$ cat src/rtl/pci_initiator.sv
// PCI bus-master engine: arbitrates for the bus, drives the address phase, runs 1-16 data phases
// with IRDY#/TRDY# handshaking, and handles target disconnect and master abort.
module pci_initiator #(
  parameter int unsigned DEVSEL_TIMEOUT = 5,
  parameter int unsigned LEN_W          = 4
) (
  input  logic             clk,
  input  logic             rst,
  input  logic             req_valid,
  input  logic             req_write,
  input  logic [31:0]      req_addr,
  input  logic [LEN_W-1:0] req_len,
  input  logic [31:0]      wr_data,
  output logic             wr_data_ack,
  output logic [31:0]      rd_data,
  output logic             rd_data_valid,
  output logic             busy,
  output logic             done,
  output logic [1:0]       status,
  output logic [4:0]       xfer_count,
  output logic             REQ_n,
  input  logic             GNT_n,
  input  logic             FRAME_n_i,
  input  logic             IRDY_n_i,
  output logic             FRAME_n_o,
  output logic             IRDY_n_o,
  output logic             ctl_oe,
  input  logic             TRDY_n,
  input  logic             DEVSEL_n,
  input  logic             STOP_n,
  output logic [31:0]      AD_o,
  input  logic [31:0]      AD_i,
  output logic             AD_oe,
  output logic [3:0]       CBE_n,
  output logic             CBE_oe
);

  localparam int unsigned CntW = $clog2(DEVSEL_TIMEOUT + 1);
  localparam logic [LEN_W:0] RemOne = (LEN_W + 1)'(1);

  typedef enum logic [2:0] {StIdle, StArb, StAddr, StData, StDisc, StAbort, StTurn} state_e;

  state_e            r_state;
  logic [31:0]       r_addr;
  logic              r_write;
  logic [LEN_W:0]    r_remain;
  logic [CntW-1:0]   r_dcnt;
  logic              r_dev_seen;
  logic [31:0]       r_ad;
  logic              r_wr_sel;
  logic [31:0]       r_rd_data;
  logic              r_rd_valid;
  logic              r_busy;
  logic              r_done;
  logic [1:0]        r_status;
  logic [4:0]        r_xfer;
  logic              r_req_n;
  logic              r_frame_n;
  logic              r_irdy_n;
  logic              r_ctl_oe;
  logic              r_ad_oe;
  logic [3:0]        r_cbe_n;
  logic              r_cbe_oe;

  logic              w_complete;
  logic              w_stop;
  logic [LEN_W:0]    w_remain_nxt;
  logic              w_to_turn;

  assign w_complete   = (r_state == StData) && !TRDY_n;
  assign w_stop       = (r_state == StData) && !STOP_n && !DEVSEL_n;
  assign w_remain_nxt = w_complete ? r_remain - RemOne : r_remain;
  assign w_to_turn    = (w_complete && r_remain == RemOne) ||
                        (r_state == StDisc && STOP_n) || (r_state == StAbort);

  always_ff @(posedge clk or posedge rst) begin
    if (rst) begin
      r_state    <= StIdle;
      r_addr     <= '0;
      r_write    <= 1'b0;
      r_remain   <= '0;
      r_dcnt     <= '0;
      r_dev_seen <= 1'b0;
      r_ad       <= '0;
      r_wr_sel   <= 1'b0;
      r_rd_data  <= '0;
      r_rd_valid <= 1'b0;
      r_busy     <= 1'b0;
      r_done     <= 1'b0;
      r_status   <= 2'b00;
      r_xfer     <= '0;
      r_req_n    <= 1'b1;
      r_frame_n  <= 1'b1;
      r_irdy_n   <= 1'b1;
      r_ctl_oe   <= 1'b0;
      r_ad_oe    <= 1'b0;
      r_cbe_n    <= 4'hF;
      r_cbe_oe   <= 1'b0;
    end else begin
      r_done     <= 1'b0;
      r_rd_valid <= 1'b0;
      unique case (r_state)
        StIdle: begin
          r_ctl_oe <= 1'b0;
          if (req_valid) begin
            r_addr   <= req_addr & 32'hFFFF_FFFC;
            r_write  <= req_write;
            r_remain <= {1'b0, req_len} + RemOne;
            r_xfer   <= '0;
            r_status <= 2'b00;
            r_busy   <= 1'b1;
            r_req_n  <= 1'b0;
            r_state  <= StArb;
          end
        end
        StArb: begin
          if (!GNT_n && FRAME_n_i && IRDY_n_i) begin
            r_req_n   <= 1'b1;
            r_frame_n <= 1'b0;
            r_ctl_oe  <= 1'b1;
            r_ad_oe   <= 1'b1;
            r_ad      <= r_addr;
            r_cbe_oe  <= 1'b1;
            r_cbe_n   <= r_write ? 4'b0111 : 4'b0110;
            r_state   <= StAddr;
          end
        end
        StAddr: begin
          r_irdy_n   <= 1'b0;
          r_cbe_n    <= 4'b0000;
          r_ad_oe    <= r_write;
          r_wr_sel   <= r_write;
          r_frame_n  <= (r_remain == RemOne);
          r_dcnt     <= CntW'(1);
          r_dev_seen <= 1'b0;
          r_state    <= StData;
        end
        StData: begin
          if (!DEVSEL_n) r_dev_seen <= 1'b1;
          if (w_complete) begin
            r_xfer   <= r_xfer + 5'd1;
            r_remain <= w_remain_nxt;
            if (!r_write) begin
              r_rd_data  <= AD_i;
              r_rd_valid <= 1'b1;
            end
          end
          // Last-phase completion wins over STOP#, so status stays ok in that case.
          if (w_complete && r_remain == RemOne) begin
            r_state <= StData;
          end else if (w_stop) begin
            r_frame_n <= 1'b1;
            r_state   <= StDisc;
          end else if (!r_dev_seen && DEVSEL_n && r_dcnt == CntW'(DEVSEL_TIMEOUT)) begin
            r_frame_n <= 1'b1;
            r_state   <= StAbort;
          end else begin
            if (!r_dev_seen && r_dcnt != CntW'(DEVSEL_TIMEOUT)) r_dcnt <= r_dcnt + CntW'(1);
            r_frame_n <= (w_remain_nxt == RemOne);
          end
        end
        StDisc:  r_status <= 2'b01;
        StAbort: begin
          r_status <= 2'b10;
          r_xfer   <= '0;
        end
        StTurn: begin
          r_ctl_oe <= 1'b0;
          r_busy   <= 1'b0;
          r_done   <= 1'b1;
          r_state  <= StIdle;
        end
        default: r_state <= StIdle;
      endcase
      if (w_to_turn) begin
        r_frame_n <= 1'b1;
        r_irdy_n  <= 1'b1;
        r_ad_oe   <= 1'b0;
        r_cbe_oe  <= 1'b0;
        r_cbe_n   <= 4'hF;
        r_wr_sel  <= 1'b0;
        r_state   <= StTurn;
      end
    end
  end

  // Write data is forwarded straight from the source so it can advance on each ack.
  assign wr_data_ack   = w_complete && r_write;
  assign AD_o          = r_wr_sel ? wr_data : r_ad;
  assign rd_data       = r_rd_data;
  assign rd_data_valid = r_rd_valid;
  assign busy          = r_busy;
  assign done          = r_done;
  assign status        = r_status;
  assign xfer_count    = r_xfer;
  assign REQ_n         = r_req_n;
  assign FRAME_n_o     = r_frame_n;
  assign IRDY_n_o      = r_irdy_n;
  assign ctl_oe        = r_ctl_oe;
  assign AD_oe         = r_ad_oe;
  assign CBE_n         = r_cbe_n;
  assign CBE_oe        = r_cbe_oe;

endmodule

$ cat config.mk
export PLATFORM = sky130hd
export DESIGN_NAME = pci_initiator
export DESIGN_NICKNAME = d
export VERILOG_FILES = /design/src/rtl/pci_initiator.sv
export SDC_FILE = /design/constraint.sdc
export NUM_CORES = 1
export LEC_CHECK = 0
export ABC_AREA = 1
export CORE_UTILIZATION = 41
export CTS_CLUSTER_SIZE = 8
export DETAILED_ROUTE_END_ITERATION = 12
export HOLD_SLACK_MARGIN = 0.02
export PLACE_DENSITY = 0.89
export RECOVER_POWER = 25
export SYNTH_ARGS = -nofsm -noshare
export SYNTH_HDL_FRONTEND = slang
export SYNTH_SLANG_ARGS = --single-unit
$ cat constraint.sdc
create_clock -name clk -period 3.95 [get_ports clk]
set_clock_uncertainty 0.05 [all_clocks]
set_input_delay 0.395 -clock clk [delete_from_list [all_inputs] [get_ports clk]]
set_output_delay 0.395 -clock clk [all_outputs]
set_load 0.03 [all_outputs]
# After elaboration in Yosys (flattened, before gate mapping)
# Cells that the tools add are included.
[word_totals] inputBits=110 register_bits=126
[op_classes] n_addsub=4 n_bitwise=1 n_reduce_logical=48 n_eq_ne=23 n_mux=52
[ops] operator="$mux 32" n=1
[ops] operator="$mux 3" n=10
[ops] operator="$mux 5" n=5
[ops] operator="$mux 1" n=21
[ops] operator="$reduce_and 2->1" n=8
[ops] operator="$reduce_bool 2->1" n=8
[ops] operator="$pmux 3 s5" n=1
[ops] operator="$pmux 5 s3" n=1
[ops] operator="$reduce_and 3->1" n=5
[ops] operator="$ne 2x2->1 const B" n=7
[ops] operator="$eq 3x3->1 const B" n=4
[ops] operator="$ne 3x3->1 const B" n=4
[ops] operator="$logic_and 1x1->1" n=11
[ops] operator="$eq 5x1->1 const B" n=2
[ops] operator="$pmux 1 s2" n=5
[ops] operator="$pmux 5 s2" n=1
[ops] operator="$reduce_bool 3->1" n=3
[ops] operator="$mux 4" n=2
[ops] operator="$pmux 4 s2" n=1
[ops] operator="$eq 3x2->1 const B" n=2
[ops] operator="$pmux 2 s3" n=1
[ops] operator="$pmux 3 s2" n=1
[ops] operator="$add 4x1->5 const B" n=1
[ops] operator="$add 5x1->5 const B" n=1
[ops] operator="15 further kinds" n=22

# Depth between registers and ports, before layout
# Gate-level depths: netlist of run 1.
[depth] depth_word=9 mapped_depth=11 mapped_depth_nobuf=11

# Least setup slack after synthesis of run 1
# Ideal clock, no wire load.
[synth_timing] path_type="register to output" start="reg r_wr_sel" end="out AD_o[2]" n_path_buf=2 setup_slack_ps=2060 required_ps=3505 t_arrival_ps=1445 stages_incl_launch_ff=4 cell_sequence="dfrtp_1 > clkbuf_1 > clkbuf_1 > o21ai_0"
[synth_via] elab_chain_cells=1
[synth_lines] element="start, declared" line_no="50" source="logic r_wr_sel;"
[synth_lines] element="start signal, assigned" line_no="132" source="r_wr_sel <= r_write;"
[synth_lines] element="$mux 32" line_no="189" source="assign AD_o = r_wr_sel ? wr_data : r_ad;"
[synth_lines] element="end, declared" line_no="31" source="output logic [31:0] AD_o,"
# No other way between the ends.

# Worst setup path in the final report of run 1
[layout_timing] start="reg r_state[0]" end="out wr_data_ack"
[layout_via] elab_chain_cells=3
[layout_lines] element="start, declared" line_no="43" source="state_e r_state;"
[layout_lines] element="start signal, assigned" line_no="78" source="r_state <= StIdle;"
[layout_lines] element="start signal, assigned" line_no="113" source="r_state <= StArb;"
[layout_lines] element="start signal, assigned" line_no="125" source="r_state <= StAddr;"
[layout_lines] element="$eq 3x2->1" line_no="70" source="assign w_complete = (r_state == StData) && !TRDY_n;"
[layout_lines] element="$logic_and 1x1->1" line_no="70"
[layout_lines] element="$logic_and 1x1->1" line_no="188" source="assign wr_data_ack = w_complete && r_write;"
[layout_lines] element="end, declared" line_no="14" source="output logic wr_data_ack,"
# No other way between the ends.

==> metrics.txt, run 1 <==
failing checks capacitance limit, slew limit; Area Growth Syn to Fin 47.9%; Cell Rows 42; capturing element type of the critical path output pin; Post-Syn Instances 641; cell area power density 846 nW/um^2; Crit path largest cell delay 0.74 ns; largest net degree at the start of global routing 66; Hold Vio Cnt, Final 0; distinct cell type count of the synthesized netlist 34; CP max stage cell clkdlybuf4s50_1; worst-case clock buffer depth 2; Rel. slew slack -0.902; post-synthesis simple-gate area fraction 0.228; Critical Path Fanout Max 10; share of layout cells above drive strength 1 0.0950; mux contribution to synthesized area 0.0404; Syn Area/Cell 8.69 sq um; critical path arrival 2.64 ns; Root Buffer clkbuf_16; main combinational cell family by area after synthesis simple AND/OR/NAND/NOR gates; number of inserted diodes 0; wire per inst 13.5 microns; post_cts resized 0; Final setup viols 0; # clock sinks 125; Placed Instances 986; Detail Route Antenna Nets 0; CP Launch Type register; # hold bufs at CTS 0; Net Count, Synth 757; Place WS 1.42 ns; total track usage 0.211; Tmin final 3.08 ns; worst setup path category reg -> out; Mapped Area 5570 sq um; Vias/cell 4.78; chain of cells forming the critical path nand2_2, nor2_1, nand2_4, nor2_1, clkdlybuf4s50_1; routed via count 4866; Final WS setup 0.866 ns; Synth Area in Adders 0.0135; clock slew seen by the registers of the worst setup and hold paths 0.06 ns; setup_tns 0 ns; IO Port Bufs 192; Required @ worst endpoint 3.50 ns; Synth warnings 0; Hold Crit Class reg -> reg; FILL cells 1092; most frequent cell on the critical path nor2_1; Detailed Route WL 13700 microns; Buf/Inv on CP 1; XOR/XNOR share of the synthesized area 0.00472; leakage dissipation 0.00391 uW; die area 14100 sq um; initial drt markers 267; worst r2r src r_state[0]; Tot Pwr 6970 uW; Initial Util 0.421; Die W 119 microns; initial antenna violation count 0; GPL Wtd Cong 0.833; DRC 0; post-route clock period utilization 0.781; compound-gate portion of the synthesized area 0.0876; Finished Layout Cells 1018; crit path from r_state[0]; clk_lat worst skew 0.42 ns; first-pass GRT wire length 23200 microns; io pins 195; Max IR drop VDD 0.439 mV; H-Tree Depth 4; Detailed Place HPWL 9740 microns; Max Cap Viol 1; Final nets 945; Seq/Total Area, Yosys 0.563; worst-margin pin slew 2.84 ns; crit-path leading delay family simple AND/OR/NAND/NOR gates; setup bufs post-CTS 0; max frequency 324 MHz; final core occ 0.622; CTS tree yes; worst hold start CBE_n[3]; Core Area 13200 sq um; vias in the first global route 4875; status finished with violations; Slew Viols, Final 65; CTS Buf Count 17; First-pass DRT Iterations 4; total congestion overflow 0; post-synthesis register bit count 125; RSZ-0062 raised after global routing no; Die Y 119 microns
-- per-layer routing --
metal | vias up | track usage | wire (microns)
met5 | - | 0 | 0
met4 | 0 | 0.0926 | 284
met3 | 26 | 0.0676 | 1140
met2 | 197 | 0.341 | 6470
met1 | 2245 | 0.258 | 5850
li1 | 2398 | - | -
-- final cells by class --
cell class              count  area, sq um  area share
multi-input cells         430         2060       0.251
repair buffers            196         1960       0.238
clock buffers              18          439      0.0533
inverters                  59          223      0.0270
flip-flops and latches    125         3140       0.381
clock inverters            14          193      0.0234
well taps                 176          220      0.0267
-- metrics by stage --
stage,cell area [sq um],hold WS (ns)
2_1_floorplan,5570,0.399
3_3_place_gp,7630,0.402
3_5_place_dp,7630,0.408
4_1_cts,8260,0.418
5_1_grt,8240,0.429
6_report,8240,0.412
-- state kept, by name, indices dropped and copies added (netlist names), 2 cells and up --
register	count
CBE_n	3
r_ad	30
r_addr	30
r_dcnt	3
r_remain	5
r_state	3
rd_data	32
status	2
xfer_count	5
-- worst reg2reg max path, cell delays in order, from the launching register on --
cell and delay (ns):
dfrtp_1 0.47, nand2_2 0.07, nor2_1 0.52, nand2_4 0.27
nor2_4 0.14, buf_4 0.34, inv_2 0.33, nand2_1 0.17
nand2_1 0.06
-- cells in the mapped netlist, drive strengths merged --
master	number	area [sq um]
nand3	14	80.1
xnor2	1	8.76
a31o	1	8.76
nand2	245	932
and3	1	6.26
or2	1	6.26
o21ai	77	385
dfrtp	119	2980
o22ai	3	18.8
nand4	1	6.26
dfstp	6	158
ha	6	75.1
inv	59	221
nor2	36	188
o31ai	1	7.51
nand3b	1	7.51
xor2	2	17.5
a21oi	11	55.1
nor3	7	45.0
buf	14	77.6
mux2	20	225
clkbuf	13	50.0
a31oi	2	12.5
-- cell usage in the layout (no fill, tap or decap), types with 2 or more instances in the layout --
cell type,instances
dfrtp_1,119
clkinvlp_4,3
nor2_1,31
ha_1,6
nor2_4,2
clkbuf_16,17
buf_4,3
nor3_1,5
mux2_2,20
nand3_1,13
nor3_2,2
inv_2,4
bufinv_16,4
nand2_1,242
a21oi_1,11
a31oi_1,2
dfstp_2,6
o21ai_0,71
nor2_2,2
clkdlybuf4s50_1,191
o21ai_1,6
nand2_2,2
clkinv_4,3
xor2_1,2
o22ai_1,3
clkinv_2,3
inv_1,54
-- power by group --
part | total [uW] | internal (uW) | leakage, uW | switching [uW]
Sequential | 2190 | 1870 | 0.00156 | 319
Combinational | 3130 | 1260 | 0.00205 | 1880
Clock | 1650 | 1070 | 0.000302 | 575
Total | 6970 | 4200 | 0.00391 | 2770
-- worst paths after layout --
path	slack (ns)	endpoint	depth (start not counted)
min in group asynchronous	1.19	rd_data[14]	2
max in group asynchronous	1.37	r_ad[11]	2
worst min register to register	0.41	CBE_n[3]	2
worst max register to register	1.43	rd_data[7]	8
worst min-delay path	0.41	CBE_n[3]	2
worst max-delay path	0.87	wr_data_ack	5
-- kinds of logic (layout without fill, tap and decap cells) --
| kind of cell | count (synthesis) | count (layout) |
|---|---|---|
| XOR/XNOR | 3 | 3 |
| buffers and inverters | 86 | 287 |
| flip-flops | 125 | 125 |
| AO/OA/AOI/OAI | 95 | 95 |
| adder cells (fa/ha/maj) | 6 | 6 |
| AND/OR/NAND/NOR | 306 | 306 |
| multiplexers | 20 | 20 |
No activity file was read; power rests on OpenSTA's default activity.
==> run 2: changes to the inputs <==
--- a/config.mk
+++ b/config.mk
@@ -6,11 +6,11 @@
 export NUM_CORES = 1
 export LEC_CHECK = 0
 export ABC_AREA = 1
-export CORE_UTILIZATION = 41
+export CORE_UTILIZATION = 45
 export CTS_CLUSTER_SIZE = 8
 export DETAILED_ROUTE_END_ITERATION = 12
 export HOLD_SLACK_MARGIN = 0.02
-export PLACE_DENSITY = 0.89
+export PLACE_DENSITY = 0.92
 export RECOVER_POWER = 25
 export SYNTH_ARGS = -nofsm -noshare
 export SYNTH_HDL_FRONTEND = slang
==> constraint.sdc (replaced) <==
create_clock -name clk -period 3 [get_ports clk]
set_clock_uncertainty 0.05 [all_clocks]
set_input_delay 0.3 -clock clk [delete_from_list [all_inputs] [get_ports clk]]
set_output_delay 0.3 -clock clk [all_outputs]
set_load 0.03 [all_outputs]
==> run 2 against run 1 <==
The flow still finishes with violations (capacitance limit, slew limit); via count is 1.4% lower; first-iteration DRC count is 8.6% higher; global-route usage is 1.3 points higher; sequential power is 32% higher.
==> metrics.txt, run 2 (synthesized netlist as in run 1, its figures left out) <==
status finished with violations; failing checks capacitance limit, slew limit; Detailed Place HPWL 9900 microns; cell area power density 1140 nW/um^2; GR Layer Usage met1 0.280; Largest register FFs 32; Reg2Reg Depth 7; Final setup viols 0; met2 Usage GRT 0.373; Hold Crit Class in -> reg; critical path arrival 2.19 ns; worst r2r src r_state[2]; CTS Buf Count 17; initial antenna violation count 0; Rel. slew slack -0.131; Die W 113 microns; CP Launch Type register; Max Cap Viol 1; first-pass GRT wire length 22400 microns; Die Y 113 microns; First-pass DRT Iterations 4; Max IR drop VDD 0.445 mV; worst-margin pin slew 1.69 ns; setup bufs post-CTS 0; routed via count 4800; wire per inst 13.4 microns; capturing element type of the critical path output pin; number of inserted diodes 0; CTS tree yes; die area 12800 sq um; CP max stage cell clkdlybuf4s50_1; post-route clock period utilization 0.847; Vias/cell 4.73; Final nets 950; GPL Wtd Cong 0.810; total track usage 0.224; Crit path largest cell delay 0.72 ns; total congestion overflow 0; Area Growth Syn to Fin 50.4%; max frequency 393 MHz; Initial Util 0.462; # clock sinks 125; FILL cells 903; worst hold start AD_i[23]; Tmin final 2.54 ns; post_cts resized 0; hold path depth 3; H-Tree Depth 4; chain of cells forming the critical path nand2_2, nor2_8, nand2_4, nor2_1, clkdlybuf4s50_1; Slew Viols, Final 39; Hold Vio Cnt, Final 0; clock slew seen by the registers of the worst setup and hold paths 0.05 ns; Required @ worst endpoint 2.65 ns; leading cell type in the layout, fill and taps excluded nand2_1; Critical Path Fanout Max 10; Root Buffer clkbuf_16; io pins 195; Cell Rows 40; commonest non-fill, non-tap cells in the layout nand2_1 (242), clkdlybuf4s50_1 (191), dfrtp_1 (119), o21ai_0 (71), inv_1 (54); # hold bufs at CTS 0; initial drt markers 290; Detail Route Antenna Nets 0; met3 usage in global routing 0.0595; worst-case clock buffer depth 2; RSZ-0062 raised after global routing no; IO Port Bufs 192; r2r endpoint FRAME_n_o; clk_lat worst skew 0.40 ns; leakage dissipation 0.00399 uW; largest net degree at the start of global routing 52; Hold WS 0.390 ns; Hold Crit Endpoint rd_data[23]; gr busiest metal met2; Core Area 12100 sq um; vias in the first global route 4638; setup_tns 0 ns; Detailed Route WL 13600 microns; share of layout cells above drive strength 1 0.103; DRC 0; worst setup path category reg -> out; FF-to-FF setup slack 0.93 ns
==> run 2: critical path: cells and delay by family (launching register included) <==
family,cells,cell delay (ns)
buffers and inverters,1,0.72
flip-flops,1,0.48
AND/OR/NAND/NOR,4,0.59
==> run 2: stage by stage <==
stage,setup slack [ns],power (uW),cell area (sq um),cells,util
finish,0.459,9560,8380,1015,0.695
global route,0.191,10200,8380,1015,0.695
CTS,0.430,9630,8400,1015,0.696
detailed placement,0.823,7090,7670,983,0.636
global placement,0.851,6930,7670,983,0.636
floorplan,1.12,5470,5570,641,-
==> run 2: layout make-up <==
class,instances,area [sq um],share of cell area
Timing Repair Buffer,201,2000,0.239
Clock buffer,18,439,0.0524
Multi-Input combinational cell,430,2090,0.249
Tap cell,168,210,0.0251
Sequential cell,125,3140,0.374
Inverter,59,223,0.0266
Clock inverter,14,288,0.0343
==> run 2: routing by layer <==
| metal | vias to the layer above | share of wire |
|---|---|---|
| met2 | 172 | 0.49 |
| met5 | - | 0 |
| li1 | 2414 | - |
| met1 | 2196 | 0.43 |
| met3 | 18 | 0.064 |
| met4 | 0 | 0.015 |
==> run 2: how the worst max path moves through the flow <==
stage | from | depth (start not counted) | slack (ns) | endpoint
3_3_place_gp | TRDY_n | 5 | 0.85 | wr_data_ack
2_1_floorplan | rst | 1 | 1.12 | AD_oe
5_1_grt | rst | 3 | 0.19 | r_ad[22]
4_1_cts | r_state[0] | 5 | 0.43 | wr_data_ack
6_report | r_state[0] | 5 | 0.46 | wr_data_ack
3_5_place_dp | TRDY_n | 5 | 0.82 | wr_data_ack
==> run 2: power breakdown <==
group	internal [uW]	switching, uW	total (uW)
Sequential	2470	433	2900
Combinational	1680	2490	4170
Clock	1750	730	2480
Total	5900	3650	9560
==> run 3: changes to the inputs <==
--- a/config.mk
+++ b/config.mk
@@ -6,11 +6,11 @@
 export NUM_CORES = 1
 export LEC_CHECK = 0
 export ABC_AREA = 1
-export CORE_UTILIZATION = 45
+export CORE_UTILIZATION = 41
 export CTS_CLUSTER_SIZE = 8
 export DETAILED_ROUTE_END_ITERATION = 12
 export HOLD_SLACK_MARGIN = 0.02
-export PLACE_DENSITY = 0.92
+export PLACE_DENSITY = 0.89
 export RECOVER_POWER = 25
 export SYNTH_ARGS = -nofsm -noshare
 export SYNTH_HDL_FRONTEND = slang
==> constraint.sdc (replaced) <==
create_clock -name clk -period 2.2 [get_ports clk]
set_clock_uncertainty 0.05 [all_clocks]
set_input_delay 0.22 -clock clk [delete_from_list [all_inputs] [get_ports clk]]
set_output_delay 0.22 -clock clk [all_outputs]
set_load 0.03 [all_outputs]
==> run 3 against run 2 <==
The flow now finishes without violations; clock power is 13% higher; combinational power up 33%; sequential share of layout area up 0.61 points; first-iteration DRC count grew 1.4%; largest power group unchanged; highest routed layer unchanged.
==> metrics.txt, run 3 (synthesized netlist as in run 1, its figures left out) <==
CTS tree yes; Crit path largest cell delay 0.49 ns; Hold Crit Class in -> reg; area of the multi-input gates 2090 sq um; Critical Path Fanout Max 10; Max IR drop VDD 0.622 mV; Initial Util 0.421; Rel. slew slack 0.247; Max Cap Viol 0; Detailed Route WL 13400 microns; die area 14100 sq um; FILL cells 1119; initial antenna violation count 0; setup_tns 0 ns; leakage dissipation 0.00400 uW; wire per inst 13.1 microns; Detailed Place HPWL 9690 microns; Final setup viols 0; total congestion overflow 0; Detail Route Antenna Nets 0; CP max stage cell dfrtp_1; Cell Rows 42; GPL Wtd Cong 0.832; Area Growth Syn to Fin 48.0%; status completed; RSZ-0062 raised after global routing no; vias in the first global route 4809; first-pass GRT wire length 22500 microns; post-route clock period utilization 0.938; Hold Vio Cnt, Final 0; number of inserted diodes 0; Tot Pwr 12300 uW; First-pass DRT Iterations 5; Die W 119 microns; cell area power density 1490 nW/um^2; DRC 0; critical path arrival 1.79 ns; Vias/cell 4.71; capturing element type of the critical path output pin; routed via count 4833; largest net degree at the start of global routing 79; Die Y 119 microns; worst-margin pin slew 1.13 ns; IO Port Bufs 192; FF-to-FF setup slack 0.38 ns; commonest non-fill, non-tap cells in the layout nand2_1 (242), clkdlybuf4s50_1 (158), dfrtp_1 (119), o21ai_0 (71), inv_1 (54); leading cell type in the layout, fill and taps excluded nand2_1; Required @ worst endpoint 1.93 ns; Root Buffer clkbuf_16; final core occ 0.623; chain of cells forming the critical path nand2_2, nor2_8, nand2_4, nor2_1, dlygate4sd2_1; H-Tree Depth 4; Tmin final 2.06 ns; Largest register FFs 32; CTS Buf Count 17; Core Area 13200 sq um; worst setup path category reg -> out; share of layout cells above drive strength 1 0.120; clk_lat worst skew 0.41 ns; CP Launch Type register; total track usage 0.205; Slew Viols, Final 0; initial drt markers 294; worst-case clock buffer depth 2; Final nets 953; clock slew seen by the registers of the worst setup and hold paths 0.06 ns; io pins 195; register area 3140 sq um; max frequency 485 MHz; # clock sinks 125
-- run 3: routing by layer --
layer  GRT usage  vias to the layer above  part of all wire
met5           0                        -                 0
met4      0.0918                        0             0.020
met3      0.0623                       21             0.065
met2       0.335                      178              0.48
met1       0.248                     2220              0.44
li1            -                     2414                 -
-- run 3: what timing repair did --
| action | 4_1_cts | 5_1_grt |
|---|---|---|
| endpoints found under the setup margin | 21 | 0 |
| hold buffers | 0 | 0 |
| resized for setup | 21 | 0 |
| setup buffers | 0 | 0 |
| endpoints found under the hold margin | 0 | 0 |
-- run 3: power breakdown --
| group | internal (uW) | switching [uW] |
|---|---|---|
| sequential | 3360 | 594 |
| combinational | 2160 | 3370 |
| clock | 1840 | 968 |
-- run 3: final timing paths --
path | from | endpoint | depth (start not counted)
worst max-delay path | r_state[0] | wr_data_ack | 5
worst min-delay path | req_addr[4] | r_addr[4] | 3
worst max register to register | r_state[2] | FRAME_n_o | 9
worst min register to register | rd_data[17] | rd_data[17] | 2
max in group asynchronous | rst | rd_data[27] | 3
min in group asynchronous | rst | r_ad[5] | 3
-- run 3: cell type report --
cell class / count / area share
clock inverters: 9 / 0.0131
inverters: 59 / 0.0270
clock buffers: 23 / 0.0616
flip-flops and latches: 125 / 0.380
well taps: 176 / 0.0267
repair buffers: 204 / 0.238
multi-input cells: 430 / 0.253
-- run 3: stage by stage --
stage          std cells  worst slack (ns)  area (sq um)  hold slack [ns]
3_5_place_dp         994             0.267          7690            0.408
3_3_place_gp         994             0.263          7690            0.402
5_1_grt             1026            0.0447          8250            0.287
4_1_cts             1026             0.118          8280            0.213
6_report            1026             0.136          8250            0.287
2_1_floorplan        641             0.396          5570            0.280
-- run 3: worst max-delay path: cells and delay by family (launching register included) --
kind / cells / cell delay (ns)
buffers and inverters: 1 / 0.40
AND/OR/NAND/NOR: 4 / 0.49
flip-flops: 1 / 0.49
